<file path="config.mk">
export PLATFORM = sky130hd
export DESIGN_NAME = mips_multicycle_ctrl_flat
export DESIGN_NICKNAME = d
export VERILOG_FILES = /design/src/rtl/mips_pkg.sv /design/src/rtl/mips_multicycle_ctrl_if.sv /design/src/rtl/mips_ctrl_decode.sv /design/src/rtl/mips_multicycle_ctrl.sv /design/src/flat_wrapper.sv
export SDC_FILE = /design/constraint.sdc
export NUM_CORES = 1
export LEC_CHECK = 0
export ABC_AREA = 1
export CAP_MARGIN = 20
export CORE_MARGIN = 2
export CORE_UTILIZATION = 51
export CTS_CLUSTER_SIZE = 14
export DETAILED_ROUTE_END_ITERATION = 6
export GPL_TIMING_DRIVEN = 1
export PLACE_DENSITY = 0.83
export SLEW_MARGIN = 30
export SYNTH_ARGS = -nofsm -noshare
export SYNTH_HDL_FRONTEND = slang
export SYNTH_SLANG_ARGS = --single-unit
</file>
<file path="constraint.sdc">
create_clock -name clk -period 2.2 [get_ports clk]
set_clock_uncertainty 0.2 [all_clocks]
set_input_delay 0.55 -clock clk [delete_from_list [all_inputs] [get_ports clk]]
set_output_delay 0.55 -clock clk [all_outputs]
set_load 0.02 [all_outputs]
</file>
<file path="src/rtl/mips_pkg.sv">
// Shared encodings for the multi-cycle MIPS control path: opcodes, FSM states,
// datapath mux selects and the bundled control word.
package mips_pkg;

  localparam logic [5:0] OP_RTYPE = 6'h00;
  localparam logic [5:0] OP_J     = 6'h02;
  localparam logic [5:0] OP_JAL   = 6'h03;
  localparam logic [5:0] OP_BEQ   = 6'h04;
  localparam logic [5:0] OP_ADDI  = 6'h08;
  localparam logic [5:0] OP_LW    = 6'h23;
  localparam logic [5:0] OP_SW    = 6'h2B;
  localparam logic [5:0] FN_JR    = 6'h08;

  typedef enum logic [3:0] {
    S_FETCH, S_DECODE, S_MEM_ADDR, S_MEM_READ, S_MEM_WB, S_MEM_WRITE,
    S_EXECUTE, S_R_WB, S_BRANCH, S_JUMP, S_JAL, S_JR, S_ADDI_EX, S_ADDI_WB,
    S_TRAP
  } state_t;

  localparam logic [1:0] PCS_ALU    = 2'b00;
  localparam logic [1:0] PCS_ALUOUT = 2'b01;
  localparam logic [1:0] PCS_JUMP   = 2'b10;
  localparam logic [1:0] PCS_RS     = 2'b11;

  localparam logic [1:0] ALUB_RT      = 2'b00;
  localparam logic [1:0] ALUB_FOUR    = 2'b01;
  localparam logic [1:0] ALUB_IMM     = 2'b10;
  localparam logic [1:0] ALUB_IMM_SH2 = 2'b11;

  localparam logic [1:0] ALUOP_ADD   = 2'b00;
  localparam logic [1:0] ALUOP_SUB   = 2'b01;
  localparam logic [1:0] ALUOP_FUNCT = 2'b10;

  localparam logic [1:0] RDST_RT = 2'b00;
  localparam logic [1:0] RDST_RD = 2'b01;
  localparam logic [1:0] RDST_RA = 2'b10;

  localparam logic [1:0] M2R_ALUOUT = 2'b00;
  localparam logic [1:0] M2R_MDR    = 2'b01;
  localparam logic [1:0] M2R_PC     = 2'b10;

  typedef struct packed {
    logic       pc_write;
    logic       pc_write_cond;
    logic [1:0] pc_source;
    logic       i_or_d;
    logic       mem_read;
    logic       mem_write;
    logic       ir_write;
    logic [1:0] reg_dst;
    logic [1:0] mem_to_reg;
    logic       reg_write;
    logic       alu_src_a;
    logic [1:0] alu_src_b;
    logic [1:0] alu_op;
  } ctrl_t;

  localparam ctrl_t CTRL_IDLE = '0;

  // States that own the memory port and therefore wait on mem_ready.
  function automatic logic is_mem_wait(state_t s);
    return (s == S_FETCH) || (s == S_MEM_READ) || (s == S_MEM_WRITE);
  endfunction

endpackage

</file>
<file path="src/rtl/mips_multicycle_ctrl_if.sv">
// Control bus between the multi-cycle controller (master) and the datapath (slave).
interface mips_multicycle_ctrl_if #(
  parameter int CNT_WIDTH = 32
);
  logic [5:0]           opcode;
  logic [5:0]           funct;
  logic                 alu_zero;
  logic                 mem_ready;
  logic                 pc_write;
  logic                 pc_write_cond;
  logic [1:0]           pc_source;
  logic                 i_or_d;
  logic                 mem_read;
  logic                 mem_write;
  logic                 ir_write;
  logic [1:0]           reg_dst;
  logic [1:0]           mem_to_reg;
  logic                 reg_write;
  logic                 alu_src_a;
  logic [1:0]           alu_src_b;
  logic [1:0]           alu_op;
  logic                 arith;
  logic [CNT_WIDTH-1:0] retired;
  logic                 trap;

  modport master (
    input  opcode, funct, alu_zero, mem_ready,
    output pc_write, pc_write_cond, pc_source, i_or_d, mem_read, mem_write,
           ir_write, reg_dst, mem_to_reg, reg_write, alu_src_a, alu_src_b,
           alu_op, arith, retired, trap
  );

  modport slave (
    output opcode, funct, alu_zero, mem_ready,
    input  pc_write, pc_write_cond, pc_source, i_or_d, mem_read, mem_write,
           ir_write, reg_dst, mem_to_reg, reg_write, alu_src_a, alu_src_b,
           alu_op, arith, retired, trap
  );
endinterface

</file>
<file path="src/rtl/mips_ctrl_decode.sv">
// Moore decode of the controller state into the datapath control word.
// Only the FETCH write strobes look at mem_ready, so IR/PC load with the data.
module mips_ctrl_decode
  import mips_pkg::*;
(
  input  state_t i_state,
  input  logic   i_mem_ready,
  output ctrl_t  o_ctrl
);

  // State -> control word lookup; anything not listed stays idle.
  always_comb begin
    o_ctrl = CTRL_IDLE;
    case (i_state)
      S_FETCH: begin
        o_ctrl.i_or_d    = 1'b0;
        o_ctrl.mem_read  = 1'b1;
        o_ctrl.alu_src_a = 1'b0;
        o_ctrl.alu_src_b = ALUB_FOUR;
        o_ctrl.alu_op    = ALUOP_ADD;
        o_ctrl.pc_source = PCS_ALU;
        o_ctrl.ir_write  = i_mem_ready;
        o_ctrl.pc_write  = i_mem_ready;
      end
      S_DECODE: begin
        o_ctrl.alu_src_a = 1'b0;
        o_ctrl.alu_src_b = ALUB_IMM_SH2;
        o_ctrl.alu_op    = ALUOP_ADD;
      end
      S_MEM_ADDR, S_ADDI_EX: begin
        o_ctrl.alu_src_a = 1'b1;
        o_ctrl.alu_src_b = ALUB_IMM;
        o_ctrl.alu_op    = ALUOP_ADD;
      end
      S_MEM_READ: begin
        o_ctrl.i_or_d   = 1'b1;
        o_ctrl.mem_read = 1'b1;
      end
      S_MEM_WB: begin
        o_ctrl.reg_dst    = RDST_RT;
        o_ctrl.mem_to_reg = M2R_MDR;
        o_ctrl.reg_write  = 1'b1;
      end
      S_MEM_WRITE: begin
        o_ctrl.i_or_d    = 1'b1;
        o_ctrl.mem_write = 1'b1;
      end
      S_EXECUTE: begin
        o_ctrl.alu_src_a = 1'b1;
        o_ctrl.alu_src_b = ALUB_RT;
        o_ctrl.alu_op    = ALUOP_FUNCT;
      end
      S_R_WB: begin
        o_ctrl.reg_dst    = RDST_RD;
        o_ctrl.mem_to_reg = M2R_ALUOUT;
        o_ctrl.reg_write  = 1'b1;
      end
      S_BRANCH: begin
        o_ctrl.alu_src_a     = 1'b1;
        o_ctrl.alu_src_b     = ALUB_RT;
        o_ctrl.alu_op        = ALUOP_SUB;
        o_ctrl.pc_write_cond = 1'b1;
        o_ctrl.pc_source     = PCS_ALUOUT;
      end
      S_JUMP: begin
        o_ctrl.pc_write  = 1'b1;
        o_ctrl.pc_source = PCS_JUMP;
      end
      S_JAL: begin
        o_ctrl.pc_write   = 1'b1;
        o_ctrl.pc_source  = PCS_JUMP;
        o_ctrl.reg_dst    = RDST_RA;
        o_ctrl.mem_to_reg = M2R_PC;
        o_ctrl.reg_write  = 1'b1;
      end
      S_JR: begin
        o_ctrl.pc_write  = 1'b1;
        o_ctrl.pc_source = PCS_RS;
      end
      S_ADDI_WB: begin
        o_ctrl.reg_dst    = RDST_RT;
        o_ctrl.mem_to_reg = M2R_ALUOUT;
        o_ctrl.reg_write  = 1'b1;
      end
      default: ;
    endcase
  end

endmodule

</file>
<file path="src/rtl/mips_multicycle_ctrl.sv">
// Multi-cycle MIPS main control FSM: next-state dispatch, memory wait
// timeout, retired-instruction counter, and reset gating of all strobes.
module mips_multicycle_ctrl
  import mips_pkg::*;
#(
  parameter int TIMEOUT_CYCLES = 255,
  parameter int CNT_WIDTH      = 32
) (
  input logic                   clk,
  input logic                   reset,
  mips_multicycle_ctrl_if.master bus
);

  localparam int WAIT_W = $clog2(TIMEOUT_CYCLES + 1);

  state_t               r_state;
  state_t               w_state_nxt;
  logic [WAIT_W-1:0]    r_wait;
  logic [CNT_WIDTH-1:0] r_retired;
  logic                 w_retire;
  logic                 w_waiting;
  logic                 w_timeout;
  ctrl_t                w_ctrl;

  assign w_waiting = is_mem_wait(r_state);
  // A completing access always wins over the timeout on the same cycle.
  assign w_timeout = w_waiting && !bus.mem_ready && (r_wait == WAIT_W'(TIMEOUT_CYCLES));

  // State register.
  always_ff @(posedge clk) begin
    if (reset) r_state <= S_FETCH;
    else       r_state <= w_state_nxt;
  end

  // Next-state dispatch and retire pulse on leaving an instruction's last state.
  always_comb begin
    w_state_nxt = r_state;
    w_retire    = 1'b0;
    case (r_state)
      S_FETCH: begin
        if (w_timeout)          w_state_nxt = S_TRAP;
        else if (bus.mem_ready) w_state_nxt = S_DECODE;
      end
      S_DECODE: begin
        case (bus.opcode)
          OP_LW, OP_SW: w_state_nxt = S_MEM_ADDR;
          OP_RTYPE:     w_state_nxt = (bus.funct == FN_JR) ? S_JR : S_EXECUTE;
          OP_BEQ:       w_state_nxt = S_BRANCH;
          OP_J:         w_state_nxt = S_JUMP;
          OP_JAL:       w_state_nxt = S_JAL;
          OP_ADDI:      w_state_nxt = S_ADDI_EX;
          default:      w_state_nxt = S_TRAP;
        endcase
      end
      S_MEM_ADDR: w_state_nxt = (bus.opcode == OP_SW) ? S_MEM_WRITE : S_MEM_READ;
      S_MEM_READ: begin
        if (w_timeout)          w_state_nxt = S_TRAP;
        else if (bus.mem_ready) w_state_nxt = S_MEM_WB;
      end
      S_MEM_WRITE: begin
        if (w_timeout) begin
          w_state_nxt = S_TRAP;
        end else if (bus.mem_ready) begin
          w_state_nxt = S_FETCH;
          w_retire    = 1'b1;
        end
      end
      S_EXECUTE: w_state_nxt = S_R_WB;
      S_ADDI_EX: w_state_nxt = S_ADDI_WB;
      S_MEM_WB, S_R_WB, S_BRANCH, S_JUMP, S_JAL, S_JR, S_ADDI_WB: begin
        w_state_nxt = S_FETCH;
        w_retire    = 1'b1;
      end
      default: w_state_nxt = S_TRAP;
    endcase
  end

  // Memory wait counter: counts stalled cycles, cleared on any other cycle.
  always_ff @(posedge clk) begin
    if (reset)                                       r_wait <= '0;
    else if (w_waiting && !bus.mem_ready && !w_timeout) r_wait <= r_wait + WAIT_W'(1);
    else                                             r_wait <= '0;
  end

  // Retired-instruction counter, wraps naturally.
  always_ff @(posedge clk) begin
    if (reset)         r_retired <= '0;
    else if (w_retire) r_retired <= r_retired + CNT_WIDTH'(1);
  end

  mips_ctrl_decode u_decode (
    .i_state     (r_state),
    .i_mem_ready (bus.mem_ready),
    .o_ctrl      (w_ctrl)
  );

  // Strobes are forced low while reset is held so an interrupted access writes nothing.
  assign bus.pc_write      = w_ctrl.pc_write      & ~reset;
  assign bus.pc_write_cond = w_ctrl.pc_write_cond & ~reset;
  assign bus.mem_read      = w_ctrl.mem_read      & ~reset;
  assign bus.mem_write     = w_ctrl.mem_write     & ~reset;
  assign bus.ir_write      = w_ctrl.ir_write      & ~reset;
  assign bus.reg_write     = w_ctrl.reg_write     & ~reset;
  assign bus.pc_source     = w_ctrl.pc_source;
  assign bus.i_or_d        = w_ctrl.i_or_d;
  assign bus.reg_dst       = w_ctrl.reg_dst;
  assign bus.mem_to_reg    = w_ctrl.mem_to_reg;
  assign bus.alu_src_a     = w_ctrl.alu_src_a;
  assign bus.alu_src_b     = w_ctrl.alu_src_b;
  assign bus.alu_op        = w_ctrl.alu_op;
  assign bus.arith         = 1'b1;
  assign bus.retired       = r_retired;
  assign bus.trap          = (r_state == S_TRAP);

endmodule
</file>
<file path="src/flat_wrapper.sv">
// flat-port wrapper written by rule: the top's interface ports become plain ports
module mips_multicycle_ctrl_flat import mips_pkg::*;
#(
  parameter int TIMEOUT_CYCLES = 255,
  parameter int CNT_WIDTH      = 32
)
  (clk, reset, bus_opcode, bus_funct, bus_alu_zero, bus_mem_ready, bus_pc_write, bus_pc_write_cond, bus_pc_source, bus_i_or_d, bus_mem_read, bus_mem_write, bus_ir_write, bus_reg_dst, bus_mem_to_reg, bus_reg_write, bus_alu_src_a, bus_alu_src_b, bus_alu_op, bus_arith, bus_retired, bus_trap);
  mips_multicycle_ctrl_if #(.CNT_WIDTH(CNT_WIDTH)) bus_i ();
  input logic clk;
  input logic reset;
  input wire logic [$bits(bus_i.opcode)-1:0] bus_opcode;
  input wire logic [$bits(bus_i.funct)-1:0] bus_funct;
  input wire logic [$bits(bus_i.alu_zero)-1:0] bus_alu_zero;
  input wire logic [$bits(bus_i.mem_ready)-1:0] bus_mem_ready;
  output wire logic [$bits(bus_i.pc_write)-1:0] bus_pc_write;
  output wire logic [$bits(bus_i.pc_write_cond)-1:0] bus_pc_write_cond;
  output wire logic [$bits(bus_i.pc_source)-1:0] bus_pc_source;
  output wire logic [$bits(bus_i.i_or_d)-1:0] bus_i_or_d;
  output wire logic [$bits(bus_i.mem_read)-1:0] bus_mem_read;
  output wire logic [$bits(bus_i.mem_write)-1:0] bus_mem_write;
  output wire logic [$bits(bus_i.ir_write)-1:0] bus_ir_write;
  output wire logic [$bits(bus_i.reg_dst)-1:0] bus_reg_dst;
  output wire logic [$bits(bus_i.mem_to_reg)-1:0] bus_mem_to_reg;
  output wire logic [$bits(bus_i.reg_write)-1:0] bus_reg_write;
  output wire logic [$bits(bus_i.alu_src_a)-1:0] bus_alu_src_a;
  output wire logic [$bits(bus_i.alu_src_b)-1:0] bus_alu_src_b;
  output wire logic [$bits(bus_i.alu_op)-1:0] bus_alu_op;
  output wire logic [$bits(bus_i.arith)-1:0] bus_arith;
  output wire logic [$bits(bus_i.retired)-1:0] bus_retired;
  output wire logic [$bits(bus_i.trap)-1:0] bus_trap;
  assign bus_i.opcode = bus_opcode;
  assign bus_i.funct = bus_funct;
  assign bus_i.alu_zero = bus_alu_zero;
  assign bus_i.mem_ready = bus_mem_ready;
  assign bus_pc_write = bus_i.pc_write;
  assign bus_pc_write_cond = bus_i.pc_write_cond;
  assign bus_pc_source = bus_i.pc_source;
  assign bus_i_or_d = bus_i.i_or_d;
  assign bus_mem_read = bus_i.mem_read;
  assign bus_mem_write = bus_i.mem_write;
  assign bus_ir_write = bus_i.ir_write;
  assign bus_reg_dst = bus_i.reg_dst;
  assign bus_mem_to_reg = bus_i.mem_to_reg;
  assign bus_reg_write = bus_i.reg_write;
  assign bus_alu_src_a = bus_i.alu_src_a;
  assign bus_alu_src_b = bus_i.alu_src_b;
  assign bus_alu_op = bus_i.alu_op;
  assign bus_arith = bus_i.arith;
  assign bus_retired = bus_i.retired;
  assign bus_trap = bus_i.trap;
  mips_multicycle_ctrl #(.TIMEOUT_CYCLES(TIMEOUT_CYCLES), .CNT_WIDTH(CNT_WIDTH)) u_core (.clk(clk), .reset(reset), .bus(bus_i));
endmodule
</file>
## After elaboration in Yosys (flattened, before gate mapping)

Index checks and enable logic that the tools add are counted.

- $add $sub $neg: 2
- Equality and inequality tests: 25
- Multiplexer cells: 22
- Bitwise operators: 8
- Reduce and logical (&&, ||, !) cells: 18

Operators by type and width:

| kind | count |
|---|---|
| adder 32 x 1 -> 32 bit, second input constant | 1 |
| case mux 4 bit (8 select lines) | 1 |
| == test 4 bit, second input constant | 7 |
| 2-to-1 mux 4 bit | 7 |
| case mux 5 bit (5 select lines) | 1 |
| case mux 4 bit (6 select lines) | 1 |
| case mux 5 bit (4 select lines) | 1 |
| == test 4 x 3 -> 1 bit, second input constant | 4 |
| == test 6 x 2 -> 1 bit, second input constant | 2 |
| == test 6 x 4 -> 1 bit, second input constant | 2 |
| == test 6 bit, second input constant | 2 |
| OR reduction 2 bit | 6 |
| inequality test 3 x 2 -> 1 bit, second input constant | 3 |
| adder 8 x 1 -> 8 bit, second input constant | 1 |
| == test 4 x 2 -> 1 bit, second input constant | 2 |
| == test 8 bit, second input constant | 1 |
| 2-to-1 mux 1 bit | 7 |
| OR reduction 7 bit | 1 |
| bitwise AND 1 bit | 6 |
| == test 6 x 3 -> 1 bit, second input constant | 1 |
| zero test 6 bit | 1 |
| case mux 2 bit (3 select lines) | 1 |
| == test 4 x 1 -> 1 bit, second input constant | 1 |
| zero test 4 bit | 1 |
| 8 further kinds | 14 |

- Register bits after elaboration: 44
- Output and inout bits: 52
- Word-level logic and storage cells: 78

## Logic depth before layout (Yosys ltp)

Gate-level depths: netlist (run 1).

- Depth after elaboration: 9
- Mapped depth: 12

## Modules after synthesis

A second synthesis (run 1) with hierarchy kept.

- Cell total of the unflattened synthesis: 542
- Area, all modules: 3125.5 um^2

By module, submodules not included:

| module | instances | cells an instance | area an instance (um^2) | seq. area each (um^2) |
|---|---|---|---|---|
| mips_multicycle_ctrl | 1 | 498 | 2915.3 | 880.8 |
| mips_ctrl_decode | 1 | 44 | 210.2 | 0.0 |

## Least setup slack after synthesis (run 1)

OpenSTA, ideal clock, no wires.

- Path kind: flip-flop to output port
- Start: register u_core.r_state[1]
- End: output port bus_reg_write
- Arrival time: 1.360 ns
- Setup slack: 0.090 ns
- Cell stages (with the launch flop): 7
- Cells stage by stage: dfxtp_1 > buf_2 > nor2_2 > inv_2 > nand2_1 > nand2_1 > a221oi_1

- Longest elaborated chain between the ends: 3
- Elaborated cells on any way between the ends: 6
- Those cells by class: 4 x eq/ne; 1 x mux; 1 x bitwise

RTL lines:

| item | line | source |
|---|---|---|
| start, declared | mips_multicycle_ctrl.sv:16 | `state_t r_state;` |
| start signal, assigned | mips_multicycle_ctrl.sv:32 | `else r_state <= w_state_nxt;` |
| == test 4 bit or == test 4 x 3 -> 1 bit (tied branches) | mips_ctrl_decode.sv:14 | `case (i_state)` |
| case mux 5 bit (4 select lines) (*) | mips_ctrl_decode.sv:14 |  |
| bitwise AND 1 bit (*) | mips_multicycle_ctrl.sv:103 | `assign bus.reg_write = w_ctrl.reg_write & ~reset;` |
| end, declared | flat_wrapper.sv:24 | `output wire logic [$bits(bus_i.reg_write)-1:0] bus_reg_write;` |

Every way passes the cells marked *; elsewhere a longest branch is shown, timed or not.

## Worst setup path in the final report (run 1)

- Start: register u_core.r_state[1]
- End: output port bus_pc_write_cond

- Longest elaborated chain between the ends: 3

RTL lines:

| item | line | source |
|---|---|---|
| == test 4 bit | mips_ctrl_decode.sv:14 |  |
| 2-to-1 mux 1 bit | mips_ctrl_decode.sv:14 |  |
| bitwise AND 1 bit | mips_multicycle_ctrl.sv:99 | `assign bus.pc_write_cond = w_ctrl.pc_write_cond & ~reset;` |
| end, declared | flat_wrapper.sv:16 | `output wire logic [$bits(bus_i.pc_write_cond)-1:0] bus_pc_write_cond;` |

Every way passes these cells.

==> results of run 1 <==
## stage by stage
stage               worst slack (ns)  total power [uW]  hold slack, ns  util (%)
floorplan                     0.0896              1650           0.218         -
global placement              -0.506              2410           0.230      72.1
detailed placement            -0.541              2440           0.249      72.1
CTS                         -0.00442              2950           0.264      73.4
global route                 -0.0565              3360           0.289      75.6
finish                      -0.00193              3190           0.258      75.6
## cells in the final DEF, fill, tap and decap left out, types with 3 or more instances in the layout
cell type	netlist	layout
nor3_1	6	6
dlymetal6s2s_1	0	4
buf_2	5	6
o21ai_1	3	3
nand3_1	22	22
buf_6	0	4
inv_2	4	7
nand4_1	6	6
dfxtp_1	44	40
nor2_2	2	6
a21oi_1	35	34
nand3b_1	11	11
and3_1	3	3
clkbuf_2	0	5
nand2_1	191	186
nand2_2	2	5
nor2_4	0	6
xor2_1	7	7
o21ai_0	9	7
clkbuf_8	0	6
buf_4	3	54
nor2_1	99	89
dfxtp_4	0	4
inv_1	52	48
clkdlybuf4s50_1	0	40
## cells by family (layout without fill, tap and decap cells)
| logic type | count (synthesis) | in the layout | synth area share (%) |
|---|---|---|---|
| compound gates | 54 | 54 | 9.66 |
| xor+xnor | 9 | 9 | 2.64 |
| fa+ha+maj | 2 | 2 | 0.839 |
| buf+inv | 68 | 180 | 9.15 |
| flops | 44 | 44 | 29.6 |
| other cells | 1 | 1 | 0.126 |
| simple gates | 346 | 346 | 48.0 |
## worst paths after layout
check	endpoint	slack, ns	depth (start not counted)
min reg2reg	u_core.r_wait[0]	0.26	1
max reg2reg	u_core.bus.retired[17]	0.16	14
max	bus_pc_write_cond	-0.002	7
min	u_core.r_wait[0]	0.26	1
## cell type report
cell class | instances | area (sq um) | share of cell area [%]
Clock inverter | 2 | 10.0 | 0.238
Inverter | 56 | 213 | 5.05
Tap cell | 72 | 90.1 | 2.14
Timing Repair Buffer | 116 | 993 | 23.6
Sequential cell | 44 | 896 | 21.3
Multi-Input combinational cell | 412 | 1930 | 45.8
Clock buffer | 6 | 82.6 | 1.96
## routing by layer
metal	wire length [microns]	track usage [%]
met1	4160	41.3
met2	4200	45.1
met3	631	4.27
met4	133	7.80
met5	0	0
## synthesized netlist by cell type (all sizes together)
master	number
and3	3
nand3b	11
nand4	6
inv	56
xnor2	2
a221oi	1
a21oi	35
nor2	101
conb	1
ha	2
xor2	7
nand2	193
o21ai	12
a22oi	1
o211ai	1
nor3	6
nor3b	1
buf	9
dfxtp	44
a31oi	1
a21boi	2
nand3	24
or2	1
o21bai	1
clkbuf	3
## repair_timing
item / CTS / global route
gates resized for setup: 80 / 54
buffers inserted: 0 / 5
pin swaps: 0 / 8
endpoints found under the setup margin: 20 / 24
## flip-flops by register name (all words and copies together) (netlist names)
name                cells
u_core.bus.retired     32
u_core.r_state          4
u_core.r_wait           8
## power by group through the flow
stage	sequential (uW)	combinational, uW	clock [uW]
after floorplan	922	731	0
after global placement	914	1500	0
after detailed placement	919	1520	0
after CTS	924	1480	544
after global routing	953	1830	572
final	943	1710	537
==> metrics.txt, run 1 <==
status=complete, but fails checks; violated checks=setup timing; Finished Layout Cells=around 710; HP Class=register to register; layout net count=~650; sequential fraction of design power=29.6%; Worst EP arrival=1.45 ns; Worst VDD drop=0.594 mV; Critical Path RT=1.45 ns; via count of the first global-routing pass=~3200; Sw Share=41.4%; cell taking the most area after synthesis=dfxtp_1; DP Wirelength=6880 microns; first-pass GRT wire length=14700 microns; largest cells by area after synthesis=dfxtp_1, nand2_1, nor2_1; initial DRC count=283; Slowest-stage cell, CP=dfxtp_4; CP Launch Point=u_core.r_state[1]; Die ar.=roughly 0.0065 sq mm; # setup viols final=1; Comb power frac=a little over half; total gr overflow=0; Crit path largest cell delay=0.39 ns; initial antenna violation count=0; CP delay by family, top=buffers and inverters; finished layout cell area=0.00421 sq mm; antenna-violating nets left=0; post-synth top area share=29.6%; Worst Path Buf+Inv=4; Synth cell types=32; syn_nets=542; Inserted Diodes=0; router iterations before antenna repair=5; Longest Clk Path Bufs=2; layout cells sized above 1=18.4%; Max-cap violations=0; WL final=between 9000 and 10000 microns; Die Wd=between 80 and 90 microns; crit share post-route=100%; Vert. Die Dim=80.4 microns; Fmax=about 450 MHz; leakage power=0.00188 uW; CP Cell Sequence=nor2_4, inv_2, buf_4, nor2_4, inv_1, nor2_1, buf_4; CTS Buf Count=5; RSZ-0062 raised after global routing=yes; hold_sp=u_core.r_wait[0]; clock network fraction of total power=16.9%; synthesized area per cell=5.69 sq um; final slew viol count=0; H-tree depth=2; WS Path Type=register to output port; clk_lat worst skew=0.31 ns; vias per std cell=5.19; CTS root buf=clkbuf_8; RR Startpoint=u_core.r_state[1]; Fill cells=approximately 450; core area=0.00557 sq mm; Inst Count DP=695; Tmin final=2.20 ns; Synth Register Bits=44; I/O pin count=68; per-cell routed wire length=12.9 microns; Fin Setup TNS=-0.00193 ns; pin count of the biggest net entering global routing=21; final setup margin=-0.00193 ns; CP startpoint kind=register; CTS tree=built; overall routing resource usage=28.9%; power per standard cell area=756 mW/mm^2; IO Port Bufs=65; CTS Sinks=44; synthesized netlist cell count=524; Cell Rows=27; hold_buf cts=0; Area Growth Syn to Fin=41.4%; crit-path max FO=5; Area after DPL=0.00402 sq mm; routability congestion estimate=between 0.9 and 1; sequential area share after synthesis=a little under 30%; Psw=1320 uW; post-route DRC violation count=0; Syn Std Cell Area=0.00298 sq mm; Hold Fails Final Rpt=0; Synth warnings=0; Worst-path clk slew=~0.09 ns; internal power=1870 uW; Initial Utilization=between 50% and 60%; crit end category=output port; via count=3672
(Power assumes the default switching activity.)
==> run 2, diff against run 1 <==
--- a/config.mk
+++ b/config.mk
@@ -7,13 +7,13 @@
 export LEC_CHECK = 0
 export ABC_AREA = 1
 export CAP_MARGIN = 20
-export CORE_MARGIN = 2
 export CORE_UTILIZATION = 51
 export CTS_CLUSTER_SIZE = 14
 export DETAILED_ROUTE_END_ITERATION = 6
 export GPL_TIMING_DRIVEN = 1
+export MAX_ROUTING_LAYER = met4
 export PLACE_DENSITY = 0.83
-export SLEW_MARGIN = 30
+export SLEW_MARGIN = 20
 export SYNTH_ARGS = -nofsm -noshare
 export SYNTH_HDL_FRONTEND = slang
 export SYNTH_SLANG_ARGS = --single-unit
==> metrics.txt, run 2 (synthesis gave the netlist of run 1 again) <==
status=finished clean; router iterations before antenna repair=5; Vert. Die Dim=78.4 microns; overall routing resource usage=31.3%; vias per std cell=5.20; Hold EP=u_core.r_wait[0]; I/O pin count=a little under 70; via count of the first global-routing pass=3228; Inserted Diodes=0; worst reg2reg path depth=8; crit-path max FO=2; IO Port Bufs=65; CTS root buf=clkbuf_8; final slew viol count=0; hold_buf cts=0; worst flop-to-flop path endpoint=u_core.bus.retired[16]; Finished Layout Cells=698; Tmin final=~2.2 ns; Worst EP arrival=1.43 ns; Cell Rows=27; Slowest-stage cell, CP=clkdlybuf4s50_1; Critical Path RT=1.45 ns; # setup viols final=0; Die ar.=~0.006 sq mm; DP Wirelength=6980 microns; CP Cell Sequence=clkdlybuf4s50_1, nand2_1, o21ai_2, buf_4; post-route DRC violation count=0; antenna-violating nets left=0; max reg flops=32; crit share post-route=99.1%; CTS Buf Count=5; first-pass GRT wire length=14800 microns; via count=3628; CP delay by family, top=buffers and inverters; CTS Sinks=44; Fmax=459 MHz; WL final=9020 microns; crit end category=output port; Crit path largest cell delay=roughly 0.50 ns; pin count of the biggest net entering global routing=23; HP Class=register to register; Die Wd=between 70 and 80 microns; hold_sp=u_core.r_wait[0]; Worst-path clk slew=0.08 ns; Longest Clk Path Bufs=2; per-cell routed wire length=12.9 microns; core area=0.00557 sq mm; clk_lat worst skew=0.31 ns; FF-to-FF setup slack=0.13 ns; Hold Fails Final Rpt=0; RR Startpoint=u_core.bus.retired[0]; Hold Path Stages=1; initial antenna violation count=0; routability congestion estimate=between 0.9 and 1; leakage power=~0.0018 uW; power per standard cell area=763 mW/mm^2; Max-cap violations=0; most common cell after layout, fill and taps aside=nand2_1; Place WS=-0.556 ns; Initial Utilization=53.5%; layout cells sized above 1=16.6%; layout net count=643; Finished Core Util=between 70% and 80%; CP startpoint kind=input port; final setup margin=0.0192 ns; Worst Path Buf+Inv=2; H-tree depth=2; WS Path Type=input port to output port; Inst Count DP=a little under 700; total gr overflow=0; initial DRC count=377; most frequent cells in the layout=nand2_1, nor2_1, inv_1, clkdlybuf4s50_1, buf_4; CTS tree=built; Area Growth Syn to Fin=38.6%; RSZ-0062 raised after global routing=yes; Worst VDD drop=around 0.56 mV
==> run 2: cell count changes in the layout (fill, tap and decap cells not counted), sizes merged, moves of 2 or more <==
cell           change
clkinv             -2
clkbuf             -2
clkdlybuf4s50      +2
clkdlybuf4s15      +2
buf               -11
dlymetal6s2s       -2
==> run 2: routing by layer <==
metal  vias up  global-route usage [%]  wire length, microns
met1      1629                    43.0                  4290
met3         8                    5.93                   695
met4         0                    6.67                    64
li1       1843                       -                     -
met5         -                       -                     0
met2       148                    47.8                  3970
==> run 2: timing repair <==
action | CTS | global route
pin swaps | 1 | 8
gates resized for setup | 75 | 41
endpoints found under the setup margin | 20 | 19
setup buffers | 0 | 1
==> run 2: through the flow <==
step | setup TNS [ns] | total power (uW) | area, sq um | hold slack (ns)
after global routing | -0.0671 | 3310 | 4130 | 0.299
after floorplan | 0 | 1650 | 2980 | 0.218
final | 0 | 3150 | 4130 | 0.263
after CTS | -0.0128 | 3040 | 4090 | 0.266
after detailed placement | -3.81 | 2430 | 3980 | 0.245
after global placement | -3.41 | 2410 | 3980 | 0.234
==> run 2: worst max path at each step <==
stage,from,end,slack (ns),depth (start not counted)
finish,bus_mem_ready,bus_pc_write,0.02,4
global route,u_core.r_state[1],bus_alu_src_a,-0.03,7
global placement,reset,bus_mem_read,-0.52,4
floorplan,u_core.r_state[1],bus_reg_write,0.09,6
detailed placement,reset,bus_reg_write,-0.56,3
CTS,u_core.r_state[0],bus_reg_write,-0.01,6
==> run 2: area by class of cell <==
cell class | instances | area, sq um
clock buffers | 5 | 68.8
clock inverters | 3 | 46.3
fillers | 490 | 1440
inverters | 56 | 210
multi-input cells | 412 | 1900
flip-flops and latches | 44 | 891
well taps | 72 | 90.1
repair buffers | 106 | 921
==> run 2: where the power goes <==
part           total (uW)  switching (uW)  internal, uW
clock network         640             298           342
registers             929            75.3           853
logic                1580             919           665
